### config.mk
export PLATFORM = sky130hd
export DESIGN_NAME = voting_ballot_collector
export DESIGN_NICKNAME = d
export VERILOG_FILES = /design/src/rtl/voting_ballot_collector.sv
export SDC_FILE = /design/constraint.sdc
export NUM_CORES = 1
export LEC_CHECK = 0
export ABC_AREA = 1
export CAP_MARGIN = 30
export CORE_MARGIN = 1.5
export CORE_UTILIZATION = 43
export CTS_BUF_LIST = sky130_fd_sc_hd__clkbuf_16
export DETAILED_ROUTE_END_ITERATION = 8
export PLACE_DENSITY = 0.71
export REMOVE_ABC_BUFFERS = 1
export SLEW_MARGIN = 20
export SYNTH_ARGS = -nofsm -noshare
export SYNTH_HDL_FRONTEND = slang
export SYNTH_SLANG_ARGS = --single-unit
### constraint.sdc
create_clock -name clk_i -period 1.4 [get_ports clk_i]
set_input_delay 0.28 -clock clk_i [delete_from_list [all_inputs] [get_ports clk_i]]
set_output_delay 0.28 -clock clk_i [all_outputs]
set_load 0.02 [all_outputs]
### src/rtl/voting_ballot_collector.sv
// Ballot collector ahead of the majority voter: gathers one ballot per voter ID,
// drops duplicates and out-of-range IDs, and presents the completed round on valid/ready.
module voting_ballot_collector #(
    parameter int NUM_VOTERS = 7,
    parameter int ID_W       = 3,
    parameter int CNT_W      = 3,
    parameter int THRESH     = 4
) (
    input  logic                  clk_i,
    input  logic                  rst_n_i,
    input  logic                  in_valid_i,
    output logic                  in_ready_o,
    input  logic [ID_W-1:0]       in_id_i,
    input  logic                  in_vote_i,
    input  logic                  flush_i,
    output logic                  out_valid_o,
    input  logic                  out_ready_i,
    output logic [NUM_VOTERS-1:0] out_ballots_o,
    output logic [CNT_W-1:0]      out_yes_count_o,
    output logic                  out_pass_o,
    output logic                  dup_err_o,
    output logic                  id_err_o
);
    localparam int GOT_W = $clog2(NUM_VOTERS + 1);
    localparam logic [ID_W:0]      ID_LIM  = (ID_W + 1)'(NUM_VOTERS);
    localparam logic [GOT_W-1:0]   GOT_END = GOT_W'(NUM_VOTERS - 1);
    localparam logic [CNT_W:0]     THR     = (CNT_W + 1)'(THRESH);

    typedef enum logic {COLLECT, PRESENT} state_e;

    state_e                state_q, state_d;
    logic [NUM_VOTERS-1:0] seen_q, seen_d;
    logic [NUM_VOTERS-1:0] ballots_q, ballots_d;
    logic [CNT_W-1:0]      yes_q, yes_d;
    logic [GOT_W-1:0]      got_q, got_d;
    logic                  dup_q, dup_d;
    logic                  ide_q, ide_d;

    // One-hot decode of the incoming voter ID, one lane per voter.
    logic [NUM_VOTERS-1:0] hit;
    for (genvar i = 0; i < NUM_VOTERS; i++) begin : g_voter
        assign hit[i] = (in_id_i == ID_W'(i));
    end

    logic id_oob, dup;
    assign id_oob = {1'b0, in_id_i} >= ID_LIM;
    assign dup    = |(hit & seen_q);

    always_comb begin
        state_d   = state_q;
        seen_d    = seen_q;
        ballots_d = ballots_q;
        yes_d     = yes_q;
        got_d     = got_q;
        dup_d     = 1'b0;
        ide_d     = 1'b0;
        if (flush_i) begin
            seen_d    = '0;
            ballots_d = '0;
            yes_d     = '0;
            got_d     = '0;
            state_d   = COLLECT;
        end else begin
            unique case (state_q)
                COLLECT: begin
                    if (in_valid_i) begin
                        if (id_oob) begin
                            ide_d = 1'b1;
                        end else if (dup) begin
                            dup_d = 1'b1;
                        end else begin
                            seen_d    = seen_q | hit;
                            ballots_d = ballots_q | (hit & {NUM_VOTERS{in_vote_i}});
                            yes_d     = yes_q + CNT_W'(in_vote_i);
                            got_d     = got_q + GOT_W'(1);
                            if (got_q == GOT_END) state_d = PRESENT;
                        end
                    end
                end
                PRESENT: begin
                    if (out_ready_i) begin
                        seen_d    = '0;
                        ballots_d = '0;
                        yes_d     = '0;
                        got_d     = '0;
                        state_d   = COLLECT;
                    end
                end
                default: state_d = COLLECT;
            endcase
        end
    end

    always_ff @(posedge clk_i or negedge rst_n_i) begin
        if (!rst_n_i) begin
            state_q   <= COLLECT;
            seen_q    <= '0;
            ballots_q <= '0;
            yes_q     <= '0;
            got_q     <= '0;
            dup_q     <= 1'b0;
            ide_q     <= 1'b0;
        end else begin
            state_q   <= state_d;
            seen_q    <= seen_d;
            ballots_q <= ballots_d;
            yes_q     <= yes_d;
            got_q     <= got_d;
            dup_q     <= dup_d;
            ide_q     <= ide_d;
        end
    end

    assign in_ready_o      = (state_q == COLLECT);
    assign out_valid_o     = (state_q == PRESENT);
    assign out_ballots_o   = ballots_q;
    assign out_yes_count_o = yes_q;
    assign out_pass_o      = {1'b0, yes_q} >= THR;
    assign dup_err_o       = dup_q;
    assign id_err_o        = ide_q;
endmodule

# ---- Word level (Yosys, flattened, before mapping)
# Index checks and enable logic that the tools add are counted.
dict set report op_classes {
  n_addsub 2
  mul 0
  n_div 0
  order_cmp 2
  eq_ne 11
  shift 0
  n_mux 38
  n_bitwise 5
  reduce_logical 3
}
# operator n
set op_table {}
lappend op_table {{7-bit 2-to-1 mux} 9}
lappend op_table {{7-bit case mux with 2 select lines} 2}
lappend op_table {{3-bit 2-to-1 mux} 9}
lappend op_table {{1-bit 2-to-1 mux} 15}
lappend op_table {{7-bit bitwise AND} 2}
lappend op_table {{7-bit bitwise OR} 2}
lappend op_table {{3-bit equality test, second input constant} 4}
lappend op_table {{3-bit case mux with 2 select lines} 2}
lappend op_table {{3-bit inequality test, second input constant} 3}
lappend op_table {{7-bit OR reduction} 1}
lappend op_table {{3-bit by 2-bit equality test with 1-bit output, second input constant} 2}
lappend op_table {{3-bit >= comparator, second input constant} 2}
lappend op_table {{4-bit AND reduction} 1}
lappend op_table {{3-bit by 1-bit adder with 3-bit output} 1}
lappend op_table {{3-bit by 1-bit adder with 3-bit output, second input constant} 1}
lappend op_table {{3-bit by 1-bit equality test with 1-bit output, second input constant} 1}
lappend op_table {{3-bit zero test} 1}
lappend op_table {{3-bit by 2-bit inequality test with 1-bit output, second input constant} 1}
lappend op_table {{1-bit case mux with 2 select lines} 1}
lappend op_table {{1-bit NOT} 1}
dict set report word_totals {
  reg_bits 23
  latch_bits 0
  ramBits 0
  romBits 0
  in_bits 9
  output_inout_bits 15
  n_memories 0
}

# ---- Logic depth before layout (Yosys ltp)
# Gate-level depths: netlist of the first run.
dict set report depth {
  ltp_word 8
  ltp_mapped 10
  mapped_depth_nobuf 8
}

# ---- Worst setup path before layout of the first run
# OpenSTA, ideal clock, no wires.
dict set report synth_path {
  path_kind {register to register}
  from {reg state_q, in the netlist out_valid_o}
  to {reg got_q[1]}
  setup_ps 117
  t_arrival_ps 1211
  required_time_ps 1283
  slack_ps 72
  path_stages_with_launch 9
  path_cell_list {dfrtp_1 -> buf_2 -> nor2_1 -> inv_1 -> nand2_1 -> nand2_2 -> buf_6 -> nand2_1 -> nand2_1}
}
dict set report synth_between {
  elab_chain_len 3
  word_cells_on_any_way 8
  cone_classes {4 x eq/ne; 2 x mux; 1 x bitwise; 1 x reduce/logical}
}
# item line
set synth_lines {}
lappend synth_lines {{start, declared} 31} ;# state_e state_q, state_d;
lappend synth_lines {{start signal, assigned} 104} ;# state_q <= state_d;
lappend synth_lines {{1-bit NOT} --}
lappend synth_lines {{3-bit inequality test (no line) (tied with other cells)} --}
lappend synth_lines {{4-bit AND reduction (no line) / 3-bit 2-to-1 mux (equally long branches)} --}
lappend synth_lines {{end signal, assigned} 108} ;# got_q <= got_d;
lappend synth_lines {{end, declared} 35} ;# logic [GOT_W-1:0] got_q, got_d;
# Several ways; a longest one is shown, not always the timed one.
# A chain may end at the register's enable or synchronous reset.

# ---- Final worst setup path of the first run
dict set report layout_path {
  from {in in_id_i[2]}
  to {reg seen_q[2]}
}
dict set report layout_between {
  elab_chain_len 7
  word_cells_on_any_way 19
  cone_classes {1 x order compare; 8 x eq/ne; 5 x mux; 2 x bitwise; 3 x reduce/logical}
}
# item line
set layout_lines {}
lappend layout_lines {{start, declared} 13} ;# input logic [ID_W-1:0] in_id_i,
lappend layout_lines {{3-bit by 2-bit equality test with 1-bit output} 42} ;# assign hit[i] = (in_id_i == ID_W'(i));
lappend layout_lines {{7-bit bitwise OR} 72} ;# seen_d = seen_q | hit;
lappend layout_lines {{7-bit 2-to-1 mux} 69} ;# end else if (dup) begin
lappend layout_lines {{7-bit 2-to-1 mux} 67} ;# if (id_oob) begin
lappend layout_lines {{7-bit 2-to-1 mux} 66} ;# if (in_valid_i) begin
lappend layout_lines {{7-bit case mux with 2 select lines} 64} ;# unique case (state_q)
lappend layout_lines {{7-bit 2-to-1 mux} 57} ;# if (flush_i) begin
lappend layout_lines {{end signal, assigned} 105} ;# seen_q <= seen_d;
lappend layout_lines {{end, declared} 32} ;# logic [NUM_VOTERS-1:0] seen_q, seen_d;
# Several ways; a longest one is shown, not always the timed one. The select of a mux whose other input is x is not followed.

==> results of run 1 <==
through the flow:
stage	cells	TNS [ps]	util (%)	power (mW)	worst slack [ps]
after global placement	266	-8400	58.3	1.18	-408
after CTS	276	0	65.2	1.85	4.87
after global routing	282	-708	71.2	2.05	-59.1
after detailed placement	266	-9410	58.3	1.19	-458
after floorplan	175	-13710	-	0.970	-685
final	282	0	71.2	1.96	12.2
worst min-delay path by stage:
stage	start	to	slack, ps	cells past startpoint
after floorplan	rst_n_i	dup_err_o	-20	0
after global placement	seen_q[6]	seen_q[6]	490	2
after detailed placement	seen_q[6]	seen_q[6]	490	2
after CTS	rst_n_i	id_err_o	390	2
after global routing	in_valid_i	id_err_o	290	3
final	in_valid_i	id_err_o	290	3
repair_timing:
item                       in CTS  in global routing
resized for setup              39                 38
setup buffers                   4                  5
pin swaps                       9                 13
hold endpoints to repair        0                  0
setup endpoints to repair      36                 21
gates cloned                    2                  1
layout by cell type (no fill, tap or decap), types with 5 or more instances in the layout:
| cell type | n |
|---|---|
| buf_4 | 24 |
| nand2_1 | 36 |
| nor3_1 | 5 |
| nand2_2 | 12 |
| o21ai_0 | 8 |
| nand3_1 | 23 |
| inv_1 | 8 |
| dfrtp_1 | 23 |
| nor2_1 | 20 |
| nand3_2 | 5 |
| dlygate4sd2_1 | 15 |
layer usage:
| layer | vias to the layer above | GRT usage (%) | routed length, µm |
|---|---|---|---|
| li1 | 714 | - | - |
| met1 | 730 | 28.8 | 1830 |
| met2 | 81 | 42.2 | 2300 |
| met3 | 21 | 7.14 | 301 |
| met4 | 0 | 7.62 | 159 |
| met5 | - | 0 | 0 |
cells by family after synthesis:
| kind of cell | share of synthesized area, % |
|---|---|
| simple gates | 38.2 |
| buf+inv | 10.0 |
| flops | 40.9 |
| xor+xnor | 1.24 |
| compound gates | 6.13 |
| fa+ha+maj | 3.55 |
where the power goes:
part	total, mW	leakage (nW)	internal (mW)	switching, mW
clock	0.618	0.0423	0.381	0.236
sequential	0.771	0.312	0.719	0.0521
combinational	0.572	0.805	0.270	0.302
flip-flops by register name, indices dropped and copies added (netlist names):
name / cells
dup_err_o: 1
got_q: 3
seen_q: 7
out_ballots_o: 7
out_yes_count_o: 3
out_valid_o: 1
id_err_o: 1
tightest hold or removal path, cell delays in order:
cell and delay, ps:
dlymetal6s2s_1 130, nand2_1 70, nor2_1 30
final cells by class:
class	count	share of cell area [%]
Clock inverter	1	0.171
Tap cell	44	2.51
Clock buffer	3	3.42
Timing Repair Buffer	59	27.8
Sequential cell	23	26.3
Inverter	12	2.28
Multi-Input combinational cell	140	37.6
==> impl_metrics.json, run 1 <==
{
  "die_area_um2": 3630,
  "clockBufferDepth": 2,
  "critPathRequiredTime_ps": 1550,
  "dpl_cell_area_um2": 1790,
  "r2r_end": "seen_q[2]",
  "syn_inst": 189,
  "multi_input_area_um2": 823,
  "critPathMaxFanout": 6,
  "die_w_um": 60.2,
  "synthDistinctLibCells": 24,
  "crit_path_start_kind": "input port",
  "hold_ws_ps": 290,
  "portBuffers": 23,
  "cts.htree.levels": 1,
  "rows": 20,
  "cts_tree": "built",
  "grt_start_max_net_pins": 24,
  "hold_path_class": "input port to flop",
  "worstSetupEndpoint": "seen_q[2]",
  "final_nets": 252,
  "root_buffer": "clkbuf_16",
  "start_util_pct": 45.8,
  "fillers": 232,
  "clkSinkCount": 23,
  "power.density_nw_per_um2": 895,
  "syn_avg_cell_area_um2": 7.45,
  "synth-main-ff-cell": "dfrtp_1",
  "ir_worst_vdd_uv": 571,
  "crit_start": "in_id_i[2]",
  "place_congestion": 0.877,
  "r2r_cells": 9,
  "wirelength_um": 4590,
  "crit_buf_inv": 4,
  "yosysTopAreaCell": "dfrtp_1",
  "viasPerCell": 5.48,
  "antenna_found_initial": 0,
  "final_design_area_no_fill_um2": 2190,
  "areaGrowthSynthToFinish_pct": 55.6,
  "io_pins": 24,
  "cts_made_buffers": 3,
  "worstMarginPinSlew_ps": 307,
  "synth_edf_count": 0,
  "ant_nets": 0,
  "hpwl_um": 2500,
  "grt_first_pass_wirelength_um": 6490,
  "leakage_nw": 1.16,
  "insertion_delay_ps": 260,
  "core-area_um2": 3080,
  "cp-end-kind": "flop",
  "path_depth": 11,
  "dr.first_iter.drc_count": 93,
  "wl_per_cell_um": 16.3,
  "hold_buffers": 0,
  "synth_seq_cells": 23,
  "synth.cell_area_um2": 1410,
  "path_class": "input port to flop",
  "dr_total_vias": 1546,
  "critPathArrivalTime_ps": 1540,
  "final-setup-viol-count": 0,
  "maxSlewViolCount": 0,
  "path_common_cell": "nand2_2",
  "r2r_slack_ps": 20,
  "reg2reg_from": "seen_q[4]",
  "period_minus_slack_ps": 1390,
  "critical-path-top-delay-family": "buffers and inverters",
  "synthArstFlopShare_pct": 100,
  "crit_chain": "clkdlybuf4s18_2, inv_4, nand4_1, nand2_2, nor2_4, nand3_4, nand2_4, buf_12, clkbuf_16, nand2_2, nand2_1",
  "clk_pin_slew_worst_paths_ps": 60,
  "cp_slowest_stage_delay_ps": 280,
  "fmax_ghz": 0.721,
  "synthTopCellsByArea": "dfrtp_1 41%, nand2_1 14%, nand3_1 9.9%",
  "finalHoldViolations": 0,
  "status": "finished clean",
  "cp_slowest_cell": "clkdlybuf4s18_2",
  "final-seq-area_um2": 576,
  "worst_slew_margin_rel_pct": 79.5,
  "fp.dieH_um": 60.2,
  "fin_crit_sh_pct": 99.1,
  "drcViolationCount": 0,
  "synth_seq_area_share_pct": 40.9,
  "grt_overflow": 0,
  "synth_commonest_cells": "51 x nand2_1, 28 x nand3_1, 23 x dfrtp_1, 23 x nor2_1, 9 x inv_1",
  "finClkSkew_ps": 5.11,
  "drive_gt1_share_pct": 31.9,
  "grt_usage_pct": 24.4,
  "yosysTopAreaCellShare_pct": 40.9,
  "antennaDiodeCount": 0,
  "drv_cap": 0,
  "post-synth-top-count-cell": "nand2_1",
  "dr.pass1.iters": 4,
  "grt_pass1_vias": 1431,
  "ys_warn_count": 0
}
Note: power is estimated with default switching activity, not from simulation.
==> run 2, diff against run 1 <==
Settings changed: CELL_PAD_IN_SITES_DETAIL_PLACEMENT from default to 1, CELL_PAD_IN_SITES_GLOBAL_PLACEMENT from default to 2, CORE_UTILIZATION 43 to 32, PLACE_DENSITY 0.71 to 0.88.
Clock period 1.4 ns to 1.6 ns, I/O delays scaled along.
==> impl_metrics.json, run 2 (synthesized netlist as in run 1, its figures left out) <==
{
  "cts.htree.levels": 1,
  "clk_pin_slew_worst_paths_ps": 70,
  "hold_path_class": "input port to async pin",
  "hold_ws_ps": 418,
  "grt_first_pass_wirelength_um": 7980,
  "r2r_cells": 9,
  "setup_tns_ps": 0,
  "ir_worst_vdd_uv": 376,
  "layout.cells.most_common": "nand2_1",
  "dr.pass1.iters": 4,
  "cp-end-kind": "output port",
  "viasPerCell": 5.33,
  "hpwl_um": 3210,
  "wirelength_um": 4700,
  "most-common-layout-cells": "50 x nand2_1, 28 x nand3_1, 26 x buf_4",
  "maxSlewViolCount": 0,
  "die_w_um": 69.4,
  "cp_slowest_stage_delay_ps": 620,
  "grt_overflow": 0,
  "drv_cap": 0,
  "status": "finished clean",
  "grt_usage_pct": 21.1,
  "crit_buf_inv": 1,
  "rsz0062_at_grt": "true",
  "antennaDiodeCount": 0,
  "r2r_slack_ps": 60,
  "core-area_um2": 4120,
  "cp_slowest_cell": "clkdlybuf4s50_1",
  "worst_slew_margin_rel_pct": 78.5,
  "wl_per_cell_um": 16.4,
  "dpl.cell_count": 276,
  "die_area_um2": 4810,
  "path_class": "flop to output port",
  "worstMarginPinSlew_ps": 323,
  "cts_made_buffers": 3,
  "grt_start_max_net_pins": 24,
  "final_nets": 250,
  "crit_path_start_kind": "flop",
  "portBuffers": 23,
  "fp.dieH_um": 69.4,
  "finClkSkew_ps": 4.38,
  "cts_tree": "built",
  "critical-path-top-delay-family": "buffers and inverters",
  "critPathMaxFanout": 3,
  "dr.first_iter.drc_count": 129,
  "io_pins": 24,
  "fmax_ghz": 0.635,
  "dpl_cell_area_um2": 1830,
  "reg2reg_from": "out_valid_o",
  "root_buffer": "clkbuf_16",
  "critPathRequiredTime_ps": 1280,
  "critPathArrivalTime_ps": 1260,
  "rows": 23,
  "insertion_delay_ps": 260,
  "grt_pass1_vias": 1614,
  "antenna_found_initial": 0,
  "clockBufferDepth": 2,
  "finalHoldViolations": 0,
  "crit_chain": "clkdlybuf4s50_1",
  "final_design_area_no_fill_um2": 2060,
  "drcViolationCount": 0,
  "areaGrowthSynthToFinish_pct": 45.9,
  "final-setup-viol-count": 0,
  "fin_crit_sh_pct": 98.5,
  "dr_total_vias": 1525,
  "r2r_end": "got_q[0]",
  "start_util_pct": 34.2,
  "power.density_nw_per_um2": 813,
  "hold_buffers": 0,
  "period_minus_slack_ps": 1580,
  "fin_cells": 286,
  "place_congestion": 0.899,
  "clkSinkCount": 23,
  "fin_util_pct": 50.0,
  "leakage_nw": 1.17,
  "drive_gt1_share_pct": 21.6,
  "ant_nets": 0
}
run 2: cell count changes in the layout (fill, tap and decap cells not counted), sizes merged:
cell / change
clkbuf: -2
buf: -2
clkdlybuf4s18: -1
clkdlybuf4s15: -3
clkdlybuf4s50: +7
bufbuf: +1
dlygate4sd2: -8
dlymetal6s2s: +6
run 2: power by group:
part	total (mW)	internal [mW]	leakage, nW	switching, mW
registers	0.675	0.629	0.312	0.0456
clock network	0.566	0.335	0.0423	0.231
logic	0.430	0.199	0.811	0.231
total	1.67	1.16	1.17	0.508
run 2: worst max path at each step:
stage               slack (ps)  cells past startpoint               start            endpoint
detailed placement        -350                     11          in_id_i[0]    out_ballots_o[2]
global route                -6                     11          in_id_i[0]            got_q[1]
finish                      20                      1    out_ballots_o[4]    out_ballots_o[4]
global placement          -230                     10          in_id_i[0]    out_ballots_o[4]
CTS                          1                      1  out_yes_count_o[2]  out_yes_count_o[2]
floorplan                 -490                      7         out_valid_o            got_q[0]
run 2: area by class of cell:
class                   instances  area [µm²]
multi-input cells             140         728
repair buffers                 57         563
clock inverters                 1        3.75
well taps                      50        62.6
clock buffers                   3        75.1
inverters                      12        47.5
flip-flops and latches         23         576
fillers                       515        2060
run 2: what timing repair did:
| item | 4_1_cts | 5_1_grt |
|---|---|---|
| endpoints found under the hold margin | 0 | 0 |
| resized for setup | 17 | 11 |
| pin swaps | 3 | 3 |
| setup endpoints to repair | 24 | 27 |
| setup buffers | 4 | 1 |
| gates cloned | 1 | 0 |
run 2: routing by layer:
layer  GRT usage (%)  vias up  routed length (µm)
li1                -      710                   -
met2            37.8       46                2370
met5               0        -                   0
met1            25.4      758                2020
met3            2.47       11                 191
met4            8.71        0                 116
run 2: per-stage QoR:
stage	worst slack [ps]	total power [mW]
after floorplan	-485	0.849
after global placement	-231	1.05
after detailed placement	-348	1.07
after CTS	1.07	1.67
after global routing	-6.20	1.75
final	24.5	1.67
